**src/rtl/spi_pkg.sv**
```systemverilog
// Shared SPI definitions: transfer modes, engine states, default half-periods.
// Latency: n/a (types and constants only).
// Backpressure: n/a.
package spi_pkg;

    typedef enum logic [1:0] {
        SPI_MODE_WRITE    = 2'd0,
        SPI_MODE_READ     = 2'd1,
        SPI_MODE_EXCHANGE = 2'd2,
        SPI_MODE_WAITREAD = 2'd3
    } spi_mode_e;

    typedef enum logic [1:0] {
        ST_IDLE,
        ST_LOAD,
        ST_SHIFT,
        ST_STORE
    } spi_state_e;

    // 48 MHz / (2 * 60) = 400 kHz for TF card init; fast mode runs at FastClk / 2.
    localparam int SPI_SLOW_HALF_PERIOD = 60;
    localparam int SPI_FAST_HALF_PERIOD = 1;
    localparam int SPI_DIV_W            = 8;

    // Read-only modes clock out 0xFF instead of buffer contents.
    function automatic logic mode_ignores_tx(input spi_mode_e mode);
        return (mode == SPI_MODE_READ) || (mode == SPI_MODE_WAITREAD);
    endfunction

    // Every mode except plain write deposits received bytes in the RX buffer.
    function automatic logic mode_writes_rx(input spi_mode_e mode);
        return mode != SPI_MODE_WRITE;
    endfunction

endpackage

```
**src/rtl/spi_clk_div.sv**
```systemverilog
// Half-period divider: emits a one-cycle tick every 'half' enabled FastClk cycles.
// Latency: first tick 'half' cycles after enable rises from a cleared count.
// Backpressure: none; count holds while enable is low, clear restarts it.
module spi_clk_div
    import spi_pkg::*;
(
    input  logic                 clk,
    input  logic                 rst,
    input  logic                 clear,
    input  logic                 enable,
    input  logic [SPI_DIV_W-1:0] half,
    output logic                 tick
);

    logic [SPI_DIV_W-1:0] cnt;

    assign tick = enable && (cnt == half - SPI_DIV_W'(1));

    // Count enabled cycles, wrapping to zero on each tick.
    always_ff @(posedge clk) begin
        if (rst || clear || tick) begin
            cnt <= '0;
        end else if (enable) begin
            cnt <= cnt + SPI_DIV_W'(1);
        end
    end

endmodule

```
**src/rtl/spi_shift_engine.sv**
```systemverilog
// Byte-level SPI master: walks the TX buffer, shifts bytes MSB first, writes received bytes to RX.
// Latency: 1 + 16*H + 1 FastClk cycles per counted byte; Busy rises one cycle after Start.
// Backpressure: none; Start is ignored while busy, Abort returns to idle on the next cycle.
module spi_shift_engine
    import spi_pkg::*;
#(
    parameter int SLOW_HALF_PERIOD = SPI_SLOW_HALF_PERIOD,
    parameter int FAST_HALF_PERIOD = SPI_FAST_HALF_PERIOD
) (
    input  logic       FastClk,
    input  logic       Reset,
    input  logic       Start,
    input  logic       Abort,
    input  logic [1:0] Mode,
    input  logic [8:0] Length,
    input  logic       SlowClk,
    output logic [8:0] TXAddr,
    input  logic [7:0] TXData,
    output logic [8:0] RXAddr,
    output logic [7:0] RXData,
    output logic       RXWrite,
    output logic       Busy,
    output logic       SPIClk,
    output logic       SPIDo,
    input  logic       SPIDi
);

    localparam logic [SPI_DIV_W-1:0] SLOW_H = SPI_DIV_W'(SLOW_HALF_PERIOD);
    localparam logic [SPI_DIV_W-1:0] FAST_H = SPI_DIV_W'(FAST_HALF_PERIOD);

    spi_state_e           state;
    spi_mode_e            mode_q;
    logic [8:0]           len_q;
    logic [SPI_DIV_W-1:0] half_q;
    logic [9:0]           byte_cnt;   // counted bytes; reaches 512 without wrapping
    logic [3:0]           edge_cnt;   // SPIClk edges within the current byte
    logic [6:0]           tx_sr;      // bits still to be shifted out after the MSB
    logic [7:0]           rx_sr;
    logic                 last_q;
    logic                 tick;
    logic                 div_en;
    logic                 div_clear;
    logic                 byte_keep;
    logic                 byte_last;
    logic [7:0]           load_byte;

    assign div_en    = (state == ST_SHIFT);
    assign div_clear = Abort || (state == ST_LOAD);
    assign load_byte = mode_ignores_tx(mode_q) ? 8'hFF : TXData;
    // Wait-and-read drops leading 0xFF bytes until the slave sends its first real byte.
    assign byte_keep = !((mode_q == SPI_MODE_WAITREAD) && (byte_cnt == 10'd0) && (rx_sr == 8'hFF));
    assign byte_last = (byte_cnt == {1'b0, len_q});

    spi_clk_div u_clk_div (
        .clk    (FastClk),
        .rst    (Reset),
        .clear  (div_clear),
        .enable (div_en),
        .half   (half_q),
        .tick   (tick)
    );

    // Transfer sequencer; TXAddr runs one cycle ahead of LOAD so synchronous-RAM data lands in LOAD.
    always_ff @(posedge FastClk) begin
        if (Reset) begin
            state    <= ST_IDLE;
            mode_q   <= SPI_MODE_WRITE;
            len_q    <= '0;
            half_q   <= FAST_H;
            byte_cnt <= '0;
            edge_cnt <= '0;
            tx_sr    <= '1;
            rx_sr    <= '0;
            last_q   <= 1'b0;
            TXAddr   <= '0;
            RXAddr   <= '0;
            RXData   <= '0;
            RXWrite  <= 1'b0;
            Busy     <= 1'b0;
            SPIClk   <= 1'b0;
            SPIDo    <= 1'b1;
        end else if (Abort) begin
            state   <= ST_IDLE;
            TXAddr  <= '0;
            RXWrite <= 1'b0;
            Busy    <= 1'b0;
            SPIClk  <= 1'b0;
            SPIDo   <= 1'b1;
        end else begin
            RXWrite <= 1'b0;
            case (state)
                ST_IDLE: begin
                    if (Start) begin
                        mode_q   <= spi_mode_e'(Mode);
                        len_q    <= Length;
                        half_q   <= SlowClk ? SLOW_H : FAST_H;
                        byte_cnt <= '0;
                        TXAddr   <= '0;
                        Busy     <= 1'b1;
                        state    <= ST_LOAD;
                    end
                end
                ST_LOAD: begin
                    tx_sr    <= load_byte[6:0];
                    SPIDo    <= load_byte[7];
                    edge_cnt <= '0;
                    state    <= ST_SHIFT;
                end
                ST_SHIFT: begin
                    if (tick) begin
                        edge_cnt <= edge_cnt + 4'd1;
                        if (!edge_cnt[0]) begin
                            SPIClk <= 1'b1;
                            rx_sr  <= {rx_sr[6:0], SPIDi};
                        end else begin
                            SPIClk <= 1'b0;
                            if (edge_cnt == 4'd15) begin
                                SPIDo  <= 1'b1;
                                last_q <= byte_keep && byte_last;
                                state  <= ST_STORE;
                                if (byte_keep) begin
                                    byte_cnt <= byte_cnt + 10'd1;
                                    if (!byte_last) begin
                                        TXAddr <= byte_cnt[8:0] + 9'd1;
                                    end
                                    if (mode_writes_rx(mode_q)) begin
                                        RXWrite <= 1'b1;
                                        RXAddr  <= byte_cnt[8:0];
                                        RXData  <= rx_sr;
                                    end
                                end
                            end else begin
                                SPIDo <= tx_sr[6];
                                tx_sr <= {tx_sr[5:0], 1'b1};
                            end
                        end
                    end
                end
                ST_STORE: begin
                    if (last_q) begin
                        state  <= ST_IDLE;
                        Busy   <= 1'b0;
                        TXAddr <= '0;
                    end else begin
                        state <= ST_LOAD;
                    end
                end
                default: state <= ST_IDLE;
            endcase
        end
    end

endmodule

```
**config.mk**
```make
export PLATFORM = sky130hd
export DESIGN_NAME = spi_shift_engine
export DESIGN_NICKNAME = d
export VERILOG_FILES = /design/src/rtl/spi_pkg.sv /design/src/rtl/spi_clk_div.sv /design/src/rtl/spi_shift_engine.sv
export SDC_FILE = /design/constraint.sdc
export NUM_CORES = 1
export LEC_CHECK = 0
export BUFFER_PORTS_ARGS = -buffer_cell sky130_fd_sc_hd__buf_4
export CORE_ASPECT_RATIO = 0.9
export CORE_MARGIN = 2
export CORE_UTILIZATION = 50
export DETAILED_ROUTE_END_ITERATION = 12
export HOLD_SLACK_MARGIN = 0.02
export PLACE_DENSITY = 0.72
export SYNTH_ARGS = -nofsm -noshare
export SYNTH_HDL_FRONTEND = slang
export SYNTH_SLANG_ARGS = --single-unit
```
**constraint.sdc**
```tcl
create_clock -name FastClk -period 3.11 [get_ports FastClk]
set_input_delay 0.622 -clock FastClk [delete_from_list [all_inputs] [get_ports FastClk]]
set_output_delay 0.622 -clock FastClk [all_outputs]
set_load 0.03 [all_outputs]
```
== Yosys cells after proc, flatten, opt, wreduce, memory -nomap -nowiden ==
Index checks and enable logic that the tools add are counted.
Storage, ports and cells
  flip-flop bits (word level): 89
  input port bits: 25
Operators by class
  add/sub/neg operators: 5
  equal/unequal tests: 17
  multiplexer cells: 37
  bitwise logic cells: 6
  reductions and logical operators: 30
Operator list (count)
  9-bit 2-to-1 mux: 7
  10-bit 2-to-1 mux: 5
  9-bit one-hot mux with 3 select lines: 1
  7-bit 2-to-1 mux: 3
  10-bit one-hot mux with 2 select lines: 1
  2-bit inequality test (second input constant): 8
  7-bit one-hot mux with 2 select lines: 1
  7-bit AND reduction: 2
  3-bit AND reduction: 4
  10-bit by 1-bit adder with 10-bit output (second input constant): 1
  10-bit by 9-bit == test with 1-bit output: 1
  10-bit logical NOT: 1
  5-bit AND reduction: 2
  9-bit by 1-bit adder with 9-bit output (second input constant): 1
  8-bit by 1-bit adder with 8-bit output (second input constant): 1
  8-bit == test: 1
  8-bit == test (second input constant): 1
  1-bit 2-to-1 mux: 8
  2-bit 2-to-1 mux: 4
  8-bit 2-to-1 mux: 1
  2-bit one-hot mux with 4 select lines: 1
  4-bit one-hot mux with 2 select lines: 1
  4-bit AND reduction: 2
  8-bit AND reduction: 1
  18 further kinds: 36

== Logic depth before layout (Yosys ltp) ==
Gate-level depths: netlist of the first run.
  word-level depth: 8
  gate-level depth with buffers: 10
  mapped depth without buffers: 8

== By module ==
From an unflattened synthesis of the first run, not the netlist that was laid out.
Second synthesis, totals
  cell total of the unflattened synthesis: 494
  area, all modules: 4145.2 µm²
By module, submodules not included
  spi_shift_engine: instances 1, cells each 420, area each 3509.6 µm², seq. area each 1501.4 µm²
  spi_clk_div: instances 1, cells each 74, area each 635.6 µm², seq. area each 160.2 µm²

== Least setup slack after synthesis of the first run ==
No wires, ideal clock.
  path kind: reg2reg
  start: register half_q[0]
  end: register byte_cnt[5]
  library setup time: 0.117 ns
  data arrival time: 2.095 ns
  slack: 0.898 ns
  stages on the path, launching flop included: 10
  period minus slack after synthesis: 2.212 ns
  path through: dfxtp_1 > inv_1 > ha_1 > nor3_1 > o22ai_1 > or4_1 > a21oi_2 > buf_6 > o21ai_1 > a32o_1
Between the ends
  word-level cells in the longest chain between the ends: 5
Ends and longest elaborated chain
  from (decl): RTL line spi_shift_engine.sv:34  | logic [SPI_DIV_W-1:0] half_q;
  from (signal assigned): RTL line spi_shift_engine.sv:96  | half_q <= SlowClk ? SLOW_H : FAST_H;
  8-bit by 1-bit subtractor with 8-bit output: RTL line spi_clk_div.sv:17  | assign tick = enable && (cnt == half - SPI_DIV_W'(1));
  8-bit == test: RTL line spi_clk_div.sv:17
  1-bit logical AND: RTL line spi_clk_div.sv:17
  2-bit inequality test (no source line)
  7-bit AND reduction (no source line)
  to (signal assigned): RTL line spi_shift_engine.sv:122  | byte_cnt <= byte_cnt + 10'd1;
  to (decl): RTL line spi_shift_engine.sv:35  | logic [9:0] byte_cnt;
No other way between the ends.
A chain may end at the register's enable or synchronous reset.

== Worst setup path after layout of the first run ==
  start: register half_q[0]
  end: register byte_cnt[9]
The elaborated chain is that of the path after synthesis.

==> results of run 1 <==
==> worst max-delay path, cell delays in order (launching register included) <==
cell	delay [ns]
dfxtp_1	0.37
inv_1	0.07
ha_1	0.21
nor3_1	0.20
o22ai_1	0.20
or4_1	0.59
a21oi_2	0.16
buf_4	0.22
mux2i_1	0.20
a21oi_1	0.08
==> how the worst min path moves through the flow <==
| stage | slack (ns) | cells past startpoint | to |
|---|---|---|---|
| after CTS | 0.46 | 2 | half_q[4]$_SDFFE_PP0P_ |
| after floorplan | 0.44 | 2 | half_q[4]$_SDFFE_PP0P_ |
| final | 0.46 | 2 | half_q[4]$_SDFFE_PP0P_ |
| after global routing | 0.49 | 2 | half_q[4]$_SDFFE_PP0P_ |
| after global placement | 0.44 | 2 | half_q[4]$_SDFFE_PP0P_ |
| after detailed placement | 0.45 | 2 | half_q[4]$_SDFFE_PP0P_ |
==> logic make-up (layout without fill, tap and decap cells) <==
family | Yosys count | count (layout)
simple gates | 183 | 183
flops | 83 | 83
mux | 27 | 27
buf+inv | 41 | 88
compound gates | 79 | 79
fa+ha+maj | 10 | 10
xor+xnor | 25 | 25
==> power groups by stage <==
stage / clock network (mW) / registers, mW / logic [mW]
6_report: 0.813 / 1.09 / 0.162
5_1_grt: 0.873 / 1.09 / 0.181
4_1_cts: 0.826 / 1.09 / 0.162
3_5_place_dp: 0 / 1.11 / 0.161
3_3_place_gp: 0 / 1.11 / 0.158
2_1_floorplan: 0 / 1.11 / 0.109
==> area by class of cell <==
| class | instances | share of cell area (%) |
|---|---|---|
| clock buffer | 12 | 3.433 |
| clock inverter | 4 | 1.246 |
| inverter | 12 | 0.9967 |
| multi-input combinational | 324 | 44.93 |
| sequential | 83 | 36.77 |
| tap | 96 | 2.658 |
| timing repair buffer | 60 | 9.967 |
==> Yosys cell counts (all sizes together), types with 8 or more instances <==
cell type / instances
dfxtp: 83
inv: 11
nor2: 63
xnor2: 15
xor2: 10
a21oi: 30
ha: 10
mux2i: 27
nand3: 15
clkbuf: 24
nand2: 55
o21ai: 8
==> layer usage <==
layer / share of wire [%] / routed length [um] / track usage, %
met2: 44 / 3805 / 32.89
met5: 0 / 0 / 0
met1: 50 / 4272 / 29.93
met3: 4.5 / 386 / 5.541
met4: 1.3 / 114 / 6.658
==> registers in the layout, indices dropped and copies added (netlist names), 2 cells and up <==
name,count
u_clk_div.cnt,8
edge_cnt,4
byte_cnt,10
rx_sr,8
RXAddr,9
RXData,8
state,2
mode_q,2
TXAddr,9
half_q,2
len_q,9
tx_sr,7
==> stage by stage <==
step	setup WS [ns]	utilization (%)	std cells	hold WS [ns]	power, mW
6_report	0.6692	60.20	591	0.4637	2.062
2_1_floorplan	0.8979	-	448	0.4363	1.220
4_1_cts	0.6753	60.20	591	0.4644	2.075
5_1_grt	0.4804	60.20	591	0.4883	2.144
3_5_place_dp	0.6916	57.38	575	0.4540	1.274
3_3_place_gp	0.8040	57.38	575	0.4441	1.270
==> impl_metrics.env, run 1 <==
export IMPL_crit_fanout=13
export IMPL_hp_start="half_q[4]$_SDFFE_PP0P_"
export IMPL_cp_arrival_ns=2.64
export IMPL_pwr_share_clk_pct=39.4
export IMPL_rrSetupSlack_ns=0.67
export IMPL_globalRouteTotalUtil_pct=21.56
export IMPL_finalCriticalPeriod_ns=2.441
export IMPL_cts_resized=0
export IMPL_grt_pass1_vias=2976
export IMPL_place_gp_congestion=0.8880
export IMPL_hold_class="reg -> reg"
export IMPL_mostFrequentLayoutCells="83 x dfxtp_1, 63 x nor2_1, 60 x buf_4"
export IMPL_hpwlAfterDp_mm=6.035
export IMPL_peakVddDrop_mv=0.3084
export IMPL_drc=0
export IMPL_cp_end_kind="flop"
export IMPL_r2r_start="half_q[0]$_SDFFE_PP1P_"
export IMPL_antenna_found_initial=0
export IMPL_drtIter0Drc=178
export IMPL_internal_power_mw=1.565
export IMPL_seqPwrFrac_pct=52.7
export IMPL_share_comb_of_total_power_pct=7.9
export IMPL_clkLatencyLatePin_ns=0.35
export IMPL_synthCells=448
export IMPL_synth_area_mm2=0.003855
export IMPL_rsz0062_at_grt="false"
export IMPL_power_switching_mw=0.4970
export IMPL_drt_total_wl_mm=8.580
export IMPL_synth_compound_area_share_pct=14.15
export IMPL_cts_hold_buf=0
export IMPL_antenna_left=0
export IMPL_hold_viol_final=0
export IMPL_yosysSeqAreaShare_pct=43.10
export IMPL_synthMuxAreaShare_pct=7.011
export IMPL_cts_buffers_inserted=9
export IMPL_wl_per_cell_um=14.52
export IMPL_tightest_slew_ns=0.7040
export IMPL_syn_area_per_cell_um2=8.605
export IMPL_syn2layout_area_growth_pct=17.23
export IMPL_regArea_mm2=0.001662
export IMPL_synth_fa_ha_area_share_pct=3.246
export IMPL_io_pins=55
export IMPL_routed_via_density=5.435
export IMPL_final_area_mm2=0.004519
export IMPL_yosys_warnings=0
export IMPL_synth_top_area_share_pct=43.10
export IMPL_cp_required_ns=3.31
export IMPL_cts_setup_buffers=0
export IMPL_start_kind="flop"
export IMPL_fin_crit_sh_pct=78.48
export IMPL_io_buffer_count=54
export IMPL_grt_overflow_total=0
export IMPL_synth_top_family_by_area="simple AND/OR/NAND/NOR gates"
export IMPL_die_h_um=87.30
export IMPL_fmax_mhz=409.7
export IMPL_yosys_area_share_simple_pct=22.43
export IMPL_startpoint="half_q[0]$_SDFFE_PP1P_"
export IMPL_num_vias=3212
export IMPL_htreeDepth=3
export IMPL_drv_slew=0
export IMPL_place_area_mm2=0.004308
export IMPL_grt_max_degree=72
export IMPL_ys_flop_type="dfxtp_1"
export IMPL_start_util_pct=51.35
export IMPL_syn_nets=483
export IMPL_final_common_cell="dfxtp_1"
export IMPL_status="finished, final reports clean"
export IMPL_antennaDiodeCount=0
export IMPL_cts_tree="done"
export IMPL_layout_drive_gt1_share_pct=16.77
export IMPL_synth_xor_area_share_pct=5.680
export IMPL_pwr_density_cell_mw_per_mm2=456.4
export IMPL_critPathKind="reg -> reg"
export IMPL_die_w_um=96.56
export IMPL_core_region_area_mm2=0.007507
export IMPL_fin_nets=525
export IMPL_relSlewSlack_pct=53.07
export IMPL_synth_edf_count=0
export IMPL_cap_violations=0
export IMPL_ys_seq_elements=83
export IMPL_switching_share_pct=24.10
export IMPL_skew_ns=0.01334
export IMPL_endpoint="byte_cnt[9]$_SDFFE_PP0P_"
export IMPL_async_flop_share_pct=0
export IMPL_cts_root_buffer="clkbuf_8"
export IMPL_clock_path_buffers=2
export IMPL_n_fill_cell=688
export IMPL_setup_tns_ns=0
export IMPL_synth_largest_area_cell="dfxtp_1"
export IMPL_path_clk_slew_ns=0.08
export IMPL_grt_pass1_wl_mm=14.16
export IMPL_firstDrtPassIters=4
export IMPL_die_area_mm2=0.008429
export IMPL_core_rowCount=30
export IMPL_multiInputGateArea_mm2=0.002031
export IMPL_setup_viol=0
export IMPL_reg2reg_to="byte_cnt[9]$_SDFFE_PP0P_"
export IMPL_synthTopCellsByArea="dfxtp_1 43%, mux2i_1 7.0%, nor2_1 6.1%"
export IMPL_ff2ff_path_depth=9
export IMPL_p_leak_nw=1.699
export IMPL_synth_distinct_cells=51
export IMPL_cts_sinks=83
(Power assumes the default switching activity.)
==> run 2, diff against run 1 <==
PLACE_DENSITY = 0.75   (was 0.72)
clock period = 2.1 ns   (was 3.11 ns; I/O delays follow)
==> run 2 against run 1 <==
The flow now finishes with violations (setup timing). Final cell count grew 6.3%. Sequential power rose by 48%. Routed wire length up 13%. Via count increased by 7.5%. Worst setup slack got worse by 0.79 ns. Sequential share of layout area is 4.3 points lower. Highest routed layer unchanged. Register-to-register slack got worse by 0.79 ns. Clock power grew 77%. Flip-flop and latch count unchanged. Count of clock-buffer cells in the layout down 3. Total power up 64%.
==> impl_metrics.env, run 2 (same netlist as run 1, synthesis figures left out) <==
export IMPL_status="complete, but fails checks"
export IMPL_failed_checks="setup timing"
export IMPL_io_buffer_count=54
export IMPL_multiInputGateArea_mm2=0.002248
export IMPL_holdPathStages=3
export IMPL_critPathKind="reg -> reg"
export IMPL_fin_crit_sh_pct=105.7
export IMPL_setup_viol=26
export IMPL_drv_slew=0
export IMPL_n_fill_cell=594
export IMPL_relSlewSlack_pct=61.71
export IMPL_hold_class="in -> reg"
export IMPL_antenna_left=0
export IMPL_ff2ff_path_depth=7
export IMPL_layout_drive_gt1_share_pct=29.70
export IMPL_die_area_mm2=0.008429
export IMPL_path_buf_inv=1
export IMPL_grt_overflow_total=0
export IMPL_wl_per_cell_um=15.49
export IMPL_firstDrtPassIters=4
export IMPL_cpMostUsedCell="or4_4"
export IMPL_antennaDiodeCount=0
export IMPL_skew_ns=0.009534
export IMPL_p_leak_nw=1.989
export IMPL_cp_end_kind="flop"
export IMPL_hold_viol_final=0
export IMPL_io_pins=55
export IMPL_drt_total_wl_mm=9.728
export IMPL_rsz0062_at_grt="true"
export IMPL_start_util_pct=51.35
export IMPL_antenna_found_initial=0
export IMPL_die_w_um=96.56
export IMPL_core_region_area_mm2=0.007507
export IMPL_final_area_mm2=0.005134
export IMPL_cts_hold_buf=0
export IMPL_grt_max_degree=56
export IMPL_regMostFlops="byte_cnt"
export IMPL_peakVddDrop_mv=0.5933
export IMPL_core_rowCount=30
export IMPL_syn2layout_area_growth_pct=33.17
export IMPL_globalRouteTotalUtil_pct=23.24
export IMPL_hpwlAfterDp_mm=6.659
export IMPL_start_kind="flop"
export IMPL_pwr_density_cell_mw_per_mm2=658.3
export IMPL_num_vias=3454
export IMPL_finalCriticalPeriod_ns=2.220
export IMPL_crit_fanout=3
export IMPL_tightest_slew_ns=0.5743
export IMPL_path_cells="inv_2, ha_1, and4b_2, o21ai_4, or4_4, or4_4, a21oi_2"
export IMPL_place_area_mm2=0.004598
export IMPL_cp_depth=7
export IMPL_drtIter0Drc=146
export IMPL_path_clk_slew_ns=0.09
export IMPL_clkLatencyLatePin_ns=0.36
export IMPL_die_h_um=87.30
export IMPL_routed_via_density=5.500
export IMPL_final_common_cell="buf_4"
export IMPL_cp_required_ns=2.39
export IMPL_mostFrequentLayoutCells="88 x buf_4, 78 x dfxtp_1, 63 x nor2_1"
export IMPL_crit_path_max_incr_delay_ns=0.52
export IMPL_cp_top_family="simple AND/OR/NAND/NOR gates"
export IMPL_cts_sinks=83
export IMPL_cap_violations=0
export IMPL_cp_slowest_cell="or4_4"
export IMPL_cp_arrival_ns=2.51
export IMPL_largest_reg_flops=10
export IMPL_place_gp_congestion=0.9116
export IMPL_cts_buffers_inserted=9
export IMPL_htreeDepth=3
export IMPL_fin_nets=562
export IMPL_drc=0
export IMPL_cts_tree="done"
export IMPL_setup_tns_ns=-1.433
export IMPL_regArea_mm2=0.001668
export IMPL_grt_pass1_wl_mm=15.17
export IMPL_cts_root_buffer="clkbuf_8"
export IMPL_fmax_mhz=450.4
export IMPL_grt_pass1_vias=3248
export IMPL_worst_slack_ns=-0.1204
export IMPL_clock_path_buffers=2
## run 2: cell count changes in the layout (fill, tap and decap cells not counted), moves of 3 or more
| cell | change |
|---|---|
| dfxtp_1 | -5 |
| inv_2 | +3 |
| inv_1 | -3 |
| buf_12 | +4 |
| buf_4 | +28 |
| buf_6 | +4 |
| or4_4 | +3 |
| ha_1 | -3 |
| or4_1 | -3 |
| dfxtp_2 | +5 |
## run 2: worst register-to-register path, delay by kind of cell (launching register included)
kind | cells | cell delay (ns)
AOI/OAI and AO/OA | 2 | 0.21
adders and majority gates | 1 | 0.19
buffers and inverters | 1 | 0.05
DFF | 1 | 0.34
and+or+nand+nor | 3 | 1.37
## run 2: per-layer routing
layer | track usage, % | part of all wire [%]
met1 | 31.53 | 45
met2 | 36.93 | 48
met3 | 5.195 | 5.4
met4 | 7.042 | 1.1
met5 | 0 | 0
## run 2: cell type report
cell class	count	share of cell area (%)
multi-input cells	324	43.80
flip-flops and latches	83	32.49
repair buffers	97	15.60
clock inverters	7	2.486
clock buffers	9	2.413
well taps	96	2.340
inverters	12	0.8774
## run 2: what timing repair did
action / 4_1_cts / 5_1_grt
setup buffers: 2 / 3
pin swaps: 7 / 7
setup endpoints to repair: 50 / 64
gates resized for setup: 13 / 39
gates cloned: 0 / 1
## run 2: power by group
| part | total (mW) | leakage [nW] | internal [mW] | switching [mW] |
|---|---|---|---|---|
| clock | 1.44 | 0.127 | 0.811 | 0.634 |
| combinational | 0.326 | 1.19 | 0.157 | 0.170 |
| sequential | 1.61 | 0.672 | 1.59 | 0.0148 |
## run 2: worst paths after layout
check | start | end | slack [ns]
worst min-delay path | SPIDi | rx_sr[0]$_SDFFE_PP0P_ | 0.29
worst min register to register | mode_q[1]$_SDFFE_PP0P_ | mode_q[1]$_SDFFE_PP0P_ | 0.48
worst max register to register | half_q[4]$_SDFFE_PP0P_ | last_q$_SDFFE_PP0P_ | -0.12
worst max-delay path | half_q[4]$_SDFFE_PP0P_ | last_q$_SDFFE_PP0P_ | -0.12
## run 2: per-stage QoR
stage	hold WS, ns	total power, mW	std cells	setup WS (ns)	utilization (%)
5_1_grt	0.2956	3.479	628	-0.1877	68.38
3_5_place_dp	0.4594	1.919	606	-0.1643	61.25
2_1_floorplan	0.4411	1.809	448	-0.003572	-
6_report	0.2928	3.380	628	-0.1204	68.38
4_1_cts	0.2790	3.359	624	-0.09378	65.67
3_3_place_gp	0.4493	1.911	606	-0.04793	61.25
